**src/rtl/ternary_neuron_acc.sv**
```systemverilog
// Ternary neuron accumulator: sums (pc_pos - pc_neg) over a frame and thresholds to {-1,0,+1}.
// Optional saturating accumulator enabled by defining TERNARY_NEURON_ACC_SAT_EN.
module ternary_neuron_acc #(
  parameter int PC_W      = 5,
  parameter int ACC_W     = 10,
  parameter int MAX_BEATS = 16,
  parameter int TH_HI     = 2,
  parameter int TH_LO     = -2
) (
  input  logic             clk,
  input  logic             rst_n,
  input  logic             in_valid,
  output logic             in_ready,
  input  logic             in_last,
  input  logic [PC_W-1:0]  pc_pos,
  input  logic [PC_W-1:0]  pc_neg,
  output logic             out_valid,
  input  logic             out_ready,
  output logic [1:0]       out_trit,
  output logic [ACC_W-1:0] out_sum,
  output logic             out_overrun
);

  localparam int CNT_W = $clog2(MAX_BEATS + 1);
  localparam logic signed [ACC_W-1:0] TH_HI_C = ACC_W'(TH_HI);
  localparam logic signed [ACC_W-1:0] TH_LO_C = ACC_W'(TH_LO);

  typedef enum logic {ACC, RESULT} state_t;

  state_t                   state, state_next;
  logic signed [ACC_W-1:0]  acc, acc_next;
  logic [CNT_W-1:0]         beat_cnt, beat_cnt_next;
  logic signed [PC_W:0]     delta;
  logic signed [ACC_W-1:0]  delta_ext;
  logic [1:0]               trit_next;
  logic                     accept, done, overrun_next;

  assign accept        = in_valid & in_ready;
  assign delta         = $signed({1'b0, pc_pos}) - $signed({1'b0, pc_neg});
  assign delta_ext     = {{(ACC_W-PC_W-1){delta[PC_W]}}, delta};
  assign beat_cnt_next = beat_cnt + 1'b1;
  assign done          = accept & (in_last | (beat_cnt_next == CNT_W'(MAX_BEATS)));

`ifdef TERNARY_NEURON_ACC_SAT_EN
  logic [ACC_W:0] sum_wide;
  logic           sat_hit, sat_flag;

  // One guard bit: disagreeing top two bits means the true sum left the ACC_W range.
  always_comb begin
    sum_wide = {acc[ACC_W-1], acc} + {delta_ext[ACC_W-1], delta_ext};
    sat_hit  = 1'b0;
    acc_next = sum_wide[ACC_W-1:0];
    if (sum_wide[ACC_W] != sum_wide[ACC_W-1]) begin
      sat_hit  = 1'b1;
      acc_next = sum_wide[ACC_W] ? {1'b1, {(ACC_W-1){1'b0}}} : {1'b0, {(ACC_W-1){1'b1}}};
    end
  end

  always_ff @(posedge clk or negedge rst_n) begin
    if (!rst_n)
      sat_flag <= 1'b0;
    else if (accept)
      sat_flag <= sat_flag | sat_hit;
    else if (out_valid & out_ready)
      sat_flag <= 1'b0;
  end

  assign overrun_next = ~in_last | sat_flag | sat_hit;
`else
  assign acc_next     = acc + delta_ext;
  assign overrun_next = ~in_last;
`endif

  assign trit_next = (acc_next >= TH_HI_C) ? 2'b01 :
                     (acc_next <= TH_LO_C) ? 2'b11 : 2'b00;

  always_comb begin
    state_next = state;
    in_ready   = 1'b0;
    out_valid  = 1'b0;
    case (state)
      ACC: begin
        in_ready = 1'b1;
        if (done) state_next = RESULT;
      end
      RESULT: begin
        out_valid = 1'b1;
        if (out_ready) state_next = ACC;
      end
      default: state_next = ACC;
    endcase
  end

  always_ff @(posedge clk or negedge rst_n) begin
    if (!rst_n) begin
      state       <= ACC;
      acc         <= '0;
      beat_cnt    <= '0;
      out_trit    <= 2'b00;
      out_sum     <= '0;
      out_overrun <= 1'b0;
    end else begin
      state <= state_next;
      if (accept) begin
        acc      <= acc_next;
        beat_cnt <= beat_cnt_next;
        if (done) begin
          out_sum     <= acc_next;
          out_trit    <= trit_next;
          out_overrun <= overrun_next;
        end
      end else if (out_valid & out_ready) begin
        acc      <= '0;
        beat_cnt <= '0;
      end
    end
  end

endmodule

```
**config.mk**
```make
export PLATFORM = sky130hd
export DESIGN_NAME = ternary_neuron_acc
export DESIGN_NICKNAME = d
export VERILOG_FILES = /design/src/rtl/ternary_neuron_acc.sv
export SDC_FILE = /design/constraint.sdc
export NUM_CORES = 1
export LEC_CHECK = 0
export CORE_ASPECT_RATIO = 0.8
export CORE_MARGIN = 2
export CORE_UTILIZATION = 23
export CTS_CLUSTER_SIZE = 16
export DETAILED_ROUTE_END_ITERATION = 12
export PLACE_DENSITY_LB_ADDON = 0.12
export SYNTH_ARGS = -nofsm -noshare
export SYNTH_HDL_FRONTEND = slang
export SYNTH_SLANG_ARGS = --single-unit
```
**constraint.sdc**
```tcl
create_clock -name clk -period 2.6 [get_ports clk]
set_clock_uncertainty 0.15 [all_clocks]
set_input_delay 0.52 -clock clk [delete_from_list [all_inputs] [get_ports clk]]
set_output_delay 0.52 -clock clk [all_outputs]
set_load 0.03 [all_outputs]
```
==> results.sh, run 1 <==
export IMPL_htreeDepth=2
export IMPL_synthTopCellsByCount="dfrtp_1, ha_1, inv_1, nand2_1, nor2_1"
export IMPL_rsz0062_at_grt="true"
export IMPL_fmax_ghz=0.3018
export IMPL_relSlewSlack_pct=73.69
export IMPL_syn_cell_area_sq_um=1809
export IMPL_ys_seq_area_share_pct=40.11
export IMPL_cts_tree="done"
export IMPL_ys_seq_elements=29
export IMPL_drc_errors=0
export IMPL_clk_path_buf_depth=2
export IMPL_setup_violations=16
export IMPL_drive_gt1_share_pct=46.86
export IMPL_ir_drop_v=0.0005006
export IMPL_cts_sinks=29
export IMPL_drt_pass1_iterations=4
export IMPL_synth_top_cell_by_area="dfrtp_1"
export IMPL_cp_buffers_inverters=5
export IMPL_final_nets=303
export IMPL_tightest_slew_ps=394.7
export IMPL_gp_congestion=0.7759
export IMPL_arrival_ps=3320
export IMPL_synthDistinctLibCells=46
export IMPL_clkTransAtPathRegs_ps=70
export IMPL_synth_ff_type="dfrtp_1"
export IMPL_fin_crit_ps=3313
export IMPL_dieArea_sq_um=8596
export IMPL_start_util_pct=24.13
export IMPL_coreArea_sq_um=7497
export IMPL_worst_setup_path_start_kind="input port"
export IMPL_cp_required_ps=2610
export IMPL_die_w_um=103.2
export IMPL_row_count=28
export IMPL_antenna_cells=0
export IMPL_async_flop_share_pct=100.0
export IMPL_antenna_found_initial=0
export IMPL_syn2layout_area_growth_pct=71.30
export IMPL_ys_top_cells_by_area="dfrtp_1, ha_1, xor2_1, mux2_2, o21ai_0"
export IMPL_synth_edff_count=0
export IMPL_finalNonFillerCells=376
export IMPL_numCtsBuffers=5
export IMPL_finalCritPeriodShare_pct=127.4
export IMPL_grt_first_pass_wirelength_um=8183
export IMPL_violations="negative setup slack"
export IMPL_status="finished, violations left"
export IMPL_ant_nets=0
export IMPL_dp_final_hpwl_um=3248
export IMPL_grt_start_max_net_pins=30
export IMPL_maxSlewViolCount=0
export IMPL_crit_top_cell="ha_4"
export IMPL_drt_initial_drc_count=37
export IMPL_fp_dieH_um=83.33
export IMPL_via_count=1619
export IMPL_slowest_delay_ps=360
export IMPL_synthCells=177
export IMPL_grt_pass1_vias=1692
export IMPL_clock_latency_ps=280
export IMPL_dp_cells=343
export IMPL_yosysTopAreaCellShare_pct=40.11
export IMPL_grt_usage_pct=11.89
export IMPL_cp_top_family="adder cells"
export IMPL_syn_nets=210
export IMPL_port_buffers=29
export IMPL_power_leakage_nw=1.377
export IMPL_total_power_mw=3.795
export IMPL_r2r_slack_ps=50
export IMPL_finalWorstSetupSlack_ps=-712.9
export IMPL_syn_avg_cell_area_sq_um=10.22
export IMPL_yosysWarnings=0
export IMPL_wl_um=4673
export IMPL_worstPathMaxFanout=3
export IMPL_ios=30
export IMPL_critPathKind="in2reg"
export IMPL_drt_vias_per_instance=4.306
export IMPL_path_cells="buf_8 > inv_12 > ha_4 > inv_2 > fa_2 > a21o_1 > a21oi_2 > xnor2_2 > buf_4 > ha_4 > o211ai_1 > o21bai_4 > buf_6 > xor2_4 > and4_1 > and4bb_1 > and3b_1 > a211oi_2"
export IMPL_cp_end_kind="flip-flop"
export IMPL_wire_per_inst_um=12.43
export IMPL_drv_cap=0
export IMPL_post_place_ws_ps=-1507
export IMPL_power_density_nw_per_um2=1224
export IMPL_globalRouteOverflowTotal=0
export IMPL_crit_slowest_cell="fa_2"
export IMPL_synth_most_common_cell="dfrtp_1"
export IMPL_hold_viol=0
export IMPL_cts_root_buf="clkbuf_8"
export IMPL_hold_path_class="reg2reg"
-- where the power goes --
group | leakage, nW | internal, mW | switching, mW
combinational | 0.981 | 1.51 | 1.14
sequential | 0.351 | 0.634 | 0.146
clock | 0.0439 | 0.184 | 0.182
-- final timing paths --
| check | startpoint | end | cells after the start |
|---|---|---|---|
| min in group asynchronous | rst_n | out_sum[7] | 2 |
| max reg2reg | acc[0] | out_trit[0] | 11 |
| max in group asynchronous | rst_n | beat_cnt[4] | 2 |
| min | out_trit[1] | out_trit[1] | 1 |
| min reg2reg | out_trit[1] | out_trit[1] | 1 |
| max | pc_pos[0] | out_trit[0] | 18 |
-- metrics by stage --
step / TNS [ps] / util (%) / cell area (sq um) / hold WS (ps)
2_1_floorplan: -3749 / - / 1858 / 74.41
3_3_place_gp: -19210 / 33.68 / 2525 / 327.3
3_5_place_dp: -19360 / 33.68 / 2525 / 337.1
4_1_cts: -6141 / 39.37 / 2952 / 352.8
5_1_grt: -7726 / 41.34 / 3099 / 375.8
6_report: -5947 / 41.34 / 3099 / 343.4
-- flip-flops by register name (all words and copies together), names as in the netlist --
name / flops
acc: 10
out_sum: 10
beat_cnt: 5
out_trit: 2
out_overrun: 1
state: 1
-- routing by layer --
metal | global-route usage (%) | part of all wire, % | up-vias
met5 | 0 | 0 | -
met4 | 1.794 | 0.21 | 0
met3 | 3.114 | 2.9 | 2
met2 | 18.24 | 47 | 14
met1 | 17.06 | 50 | 789
li1 | - | - | 814
-- layout by cell type (no fill, tap or decap), types with 3 or more instances in the layout --
cell type and n:
xor2_1 4, dlygate4sd2_1 4, clkdlybuf4s50_1 21, dfrtp_1 29, ha_1 6, buf_4 50
inv_2 4, a21oi_1 5, mux2_4 3, nand2_1 12, nand3_1 5, ha_4 9
nor2_1 10, o21a_1 4, a21o_1 4, o21ai_2 4, inv_1 8, buf_6 11
a22o_1 6, buf_2 3, o21ai_0 9, clkbuf_8 5
-- logic make-up (layout without fill, tap and decap cells) --
logic type      Yosys count  count (layout)  share of synthesized area, %
fa+ha+maj                18              18                         13.28
xor+xnor                 11              11                         6.155
buf+inv                  18             112                         4.287
simple gates             47              47                         14.38
compound gates           48              48                         18.12
mux                       6               6                         3.665
flops                    29              29                         40.11
-- worst reg2reg max path, stage by stage (launching register included) --
cell,delay (ps)
dfrtp_1,350
ha_1,160
inv_1,60
fa_2,370
nor2b_4,170
o2111ai_2,140
a31oi_1,230
xnor2_1,190
buf_4,160
inv_1,50
nor4_2,300
a211oi_2,100
-- layout make-up --
class / count / area [sq um]
multi-input combinational: 130 / 1314
tap: 105 / 131.4
fill: 752 / 4398
clock inverter: 3 / 17.52
inverter: 14 / 67.56
sequential: 29 / 725.7
timing repair buffer: 90 / 774.5
clock buffer: 5 / 68.82
-- what timing repair did --
action                     CTS  global route
setup endpoints to repair   20            18
gates resized for setup     59            26
hold buffers                 0             0
pin swaps                   29            21
buffers inserted            23             8
(Power assumes the default switching activity.)
==> inputs of run 2 (changes only) <==
--- a/config.mk
+++ b/config.mk
@@ -8,5 +8,5 @@
 export CORE_ASPECT_RATIO = 0.8
 export CORE_MARGIN = 2
-export CORE_UTILIZATION = 23
+export CORE_UTILIZATION = 53
 export CTS_CLUSTER_SIZE = 16
 export DETAILED_ROUTE_END_ITERATION = 12
--- a/constraint.sdc
+++ b/constraint.sdc
@@ -3,3 +3,3 @@
 set_input_delay 0.52 -clock clk [delete_from_list [all_inputs] [get_ports clk]]
 set_output_delay 0.52 -clock clk [all_outputs]
-set_load 0.03 [all_outputs]
+set_load 0.05 [all_outputs]
==> run 2 against run 1 <==
  * The run still ends with negative setup slack left
  * Hold slack improved by 8.5 ps
  * Sequential power grew 2.9%
  * First-iteration DRC count rose to 6.3 times the previous value
  * Largest cell class unchanged
==> results.sh, run 2 (synthesis gave the netlist of run 1 again) <==
export IMPL_grt_first_pass_wirelength_um=9025
export IMPL_maxUsedRoutingLayer="met4"
export IMPL_globalRouteOverflowTotal=0
export IMPL_ir_drop_v=0.001086
export IMPL_holdPathEnd="out_trit[1]"
export IMPL_fin_crit_ps=3526
export IMPL_ios=30
export IMPL_critPathKind="in2reg"
export IMPL_r2r_end="out_trit[0]"
export IMPL_hold_path_class="reg2reg"
export IMPL_met3_length_um=622
export IMPL_cp_required_ps=2600
export IMPL_fp_dieH_um=56.26
export IMPL_rr_worst_depth=11
export IMPL_ant_nets=0
export IMPL_drv_cap=0
export IMPL_holdPathStages=1
export IMPL_largestRegisters="acc x10, out_sum x10, beat_cnt x5"
export IMPL_r2r_start="acc[0]"
export IMPL_wl_um=7009
export IMPL_crit_slowest_cell="nor4_2"
export IMPL_gp_congestion=0.8920
export IMPL_cp_top_family="compound AO/OA/AOI/OAI gates"
export IMPL_drive_gt1_share_pct=45.42
export IMPL_hp_start="out_trit[1]"
export IMPL_fillerInstances=89
export IMPL_dpl_cell_area_sq_um=2399
export IMPL_row_count=18
export IMPL_antenna_cells=0
export IMPL_slowest_delay_ps=370
export IMPL_clk_path_buf_depth=2
export IMPL_finalWorstSetupSlack_ps=-926.2
export IMPL_dieArea_sq_um=3900
export IMPL_rsz0062_at_grt="true"
export IMPL_most_common_layout_cells="buf_4, dfrtp_1, clkdlybuf4s50_1"
export IMPL_hold_buffers=0
export IMPL_finalCritPeriodShare_pct=135.6
export IMPL_cp_buffers_inverters=7
export IMPL_coreArea_sq_um=3176
export IMPL_worstPathMaxFanout=2
export IMPL_numCtsBuffers=5
export IMPL_power_density_nw_per_um2=1468
export IMPL_antenna_found_initial=0
export IMPL_violations="negative setup slack"
export IMPL_multi_input_area_sq_um=1313
export IMPL_port_buffers=29
export IMPL_drc_errors=0
export IMPL_maxSlewViolCount=0
export IMPL_fmax_ghz=0.2836
export IMPL_r2r_slack_ps=-150
export IMPL_cts_sinks=29
export IMPL_cp_end_kind="flip-flop"
export IMPL_htreeDepth=2
export IMPL_path_cells="buf_8 > inv_12 > ha_4 > inv_2 > fa_2 > a21o_1 > a21oi_2 > xnor2_2 > ha_1 > buf_4 > buf_6 > o2111ai_2 > a31oi_4 > xnor2_2 > buf_4 > inv_1 > nor4_2 > a211oi_2"
export IMPL_cts_root_buf="clkbuf_8"
export IMPL_setup_violations=15
export IMPL_seq_area_sq_um=725.7
export IMPL_tightest_slew_ps=768.2
export IMPL_relSlewSlack_pct=48.79
export IMPL_cts_tree="done"
export IMPL_die_w_um=69.32
export IMPL_hold_viol=0
export IMPL_clock_latency_ps=290
export IMPL_drt_vias_per_instance=6.308
export IMPL_power_leakage_nw=1.355
export IMPL_via_count=1905
export IMPL_worst_setup_path_start_kind="input port"
export IMPL_fin_area_sq_um=2995
export IMPL_wire_per_inst_um=23.21
export IMPL_dp_final_hpwl_um=3321
export IMPL_arrival_ps=3530
export IMPL_clkTransAtPathRegs_ps=60
export IMPL_start_util_pct=56.97
export IMPL_grt_usage_pct=29.83
export IMPL_final_nets=294
export IMPL_wl_met1_um=2667
export IMPL_drt_pass1_iterations=5
export IMPL_drt_initial_drc_count=233
export IMPL_syn2layout_area_growth_pct=65.56
export IMPL_final_common_cell="buf_4"
export IMPL_grt_pass1_vias=1845
export IMPL_post_place_ws_ps=-1502
export IMPL_grt_start_max_net_pins=30
export IMPL_status="finished, violations left"
export IMPL_route_met2_wl_um=3311
run 2: cell types whose count changed in the layout (fill, tap and decap cells not counted), moves of 2 or more:
cell and change:
clkinv_2 -2, clkdlybuf4s15_1 +2, dlygate4sd2_1 -2, a21oi_2 +2, buf_4 -11
run 2: final cells by class:
class / instances / area share, %
multi-input combinational: 130 / 43.82
sequential: 29 / 24.23
timing repair buffer: 81 / 24.23
clock buffer: 7 / 2.882
inverter: 14 / 2.172
tap: 40 / 1.671
clock inverter: 1 / 1.003
run 2: repair_timing:
action                     4_1_cts  5_1_grt
cloned                           0        0
buffers inserted                15        8
gates resized for setup         58       29
pin swaps                       25       22
setup endpoints to repair       20       23
run 2: metal layers:
| layer | up-vias | track usage, % |
|---|---|---|
| met2 | 159 | 50.55 |
| met1 | 897 | 35.88 |
| met4 | 0 | 12.32 |
| met5 | - | 0 |
| li1 | 803 | - |
| met3 | 46 | 8.438 |
run 2: worst max path at each step:
stage                     depth (start not counted)  slack, ps       from           to
after global routing                             19       -930  pc_pos[0]  out_trit[0]
after floorplan                                  14       -800  pc_pos[0]  out_trit[0]
after global placement                           15      -1440  pc_pos[0]  out_trit[0]
after detailed placement                         15      -1500  pc_pos[0]  out_trit[0]
after CTS                                        18       -700  pc_pos[0]  out_trit[1]
final                                            18       -930  pc_pos[0]  out_trit[0]
run 2: power by group:
group | internal (mW) | leakage (nW) | total [mW] | switching (mW)
clock network | 0.312 | 0.0585 | 0.500 | 0.188
logic | 1.54 | 0.945 | 3.09 | 1.56
registers | 0.634 | 0.351 | 0.803 | 0.170
run 2: per-stage QoR:
stage	TNS, ps	util, %	hold slack, ps	std cells	total power, mW
2_1_floorplan	-3751	-	74.41	177	1.952
3_3_place_gp	-18720	75.53	325.1	272	2.685
3_5_place_dp	-19840	75.53	337.3	272	2.768
4_1_cts	-5852	88.65	352.6	295	3.732
5_1_grt	-9492	94.33	375.9	302	4.533
6_report	-8775	94.33	351.9	302	4.397
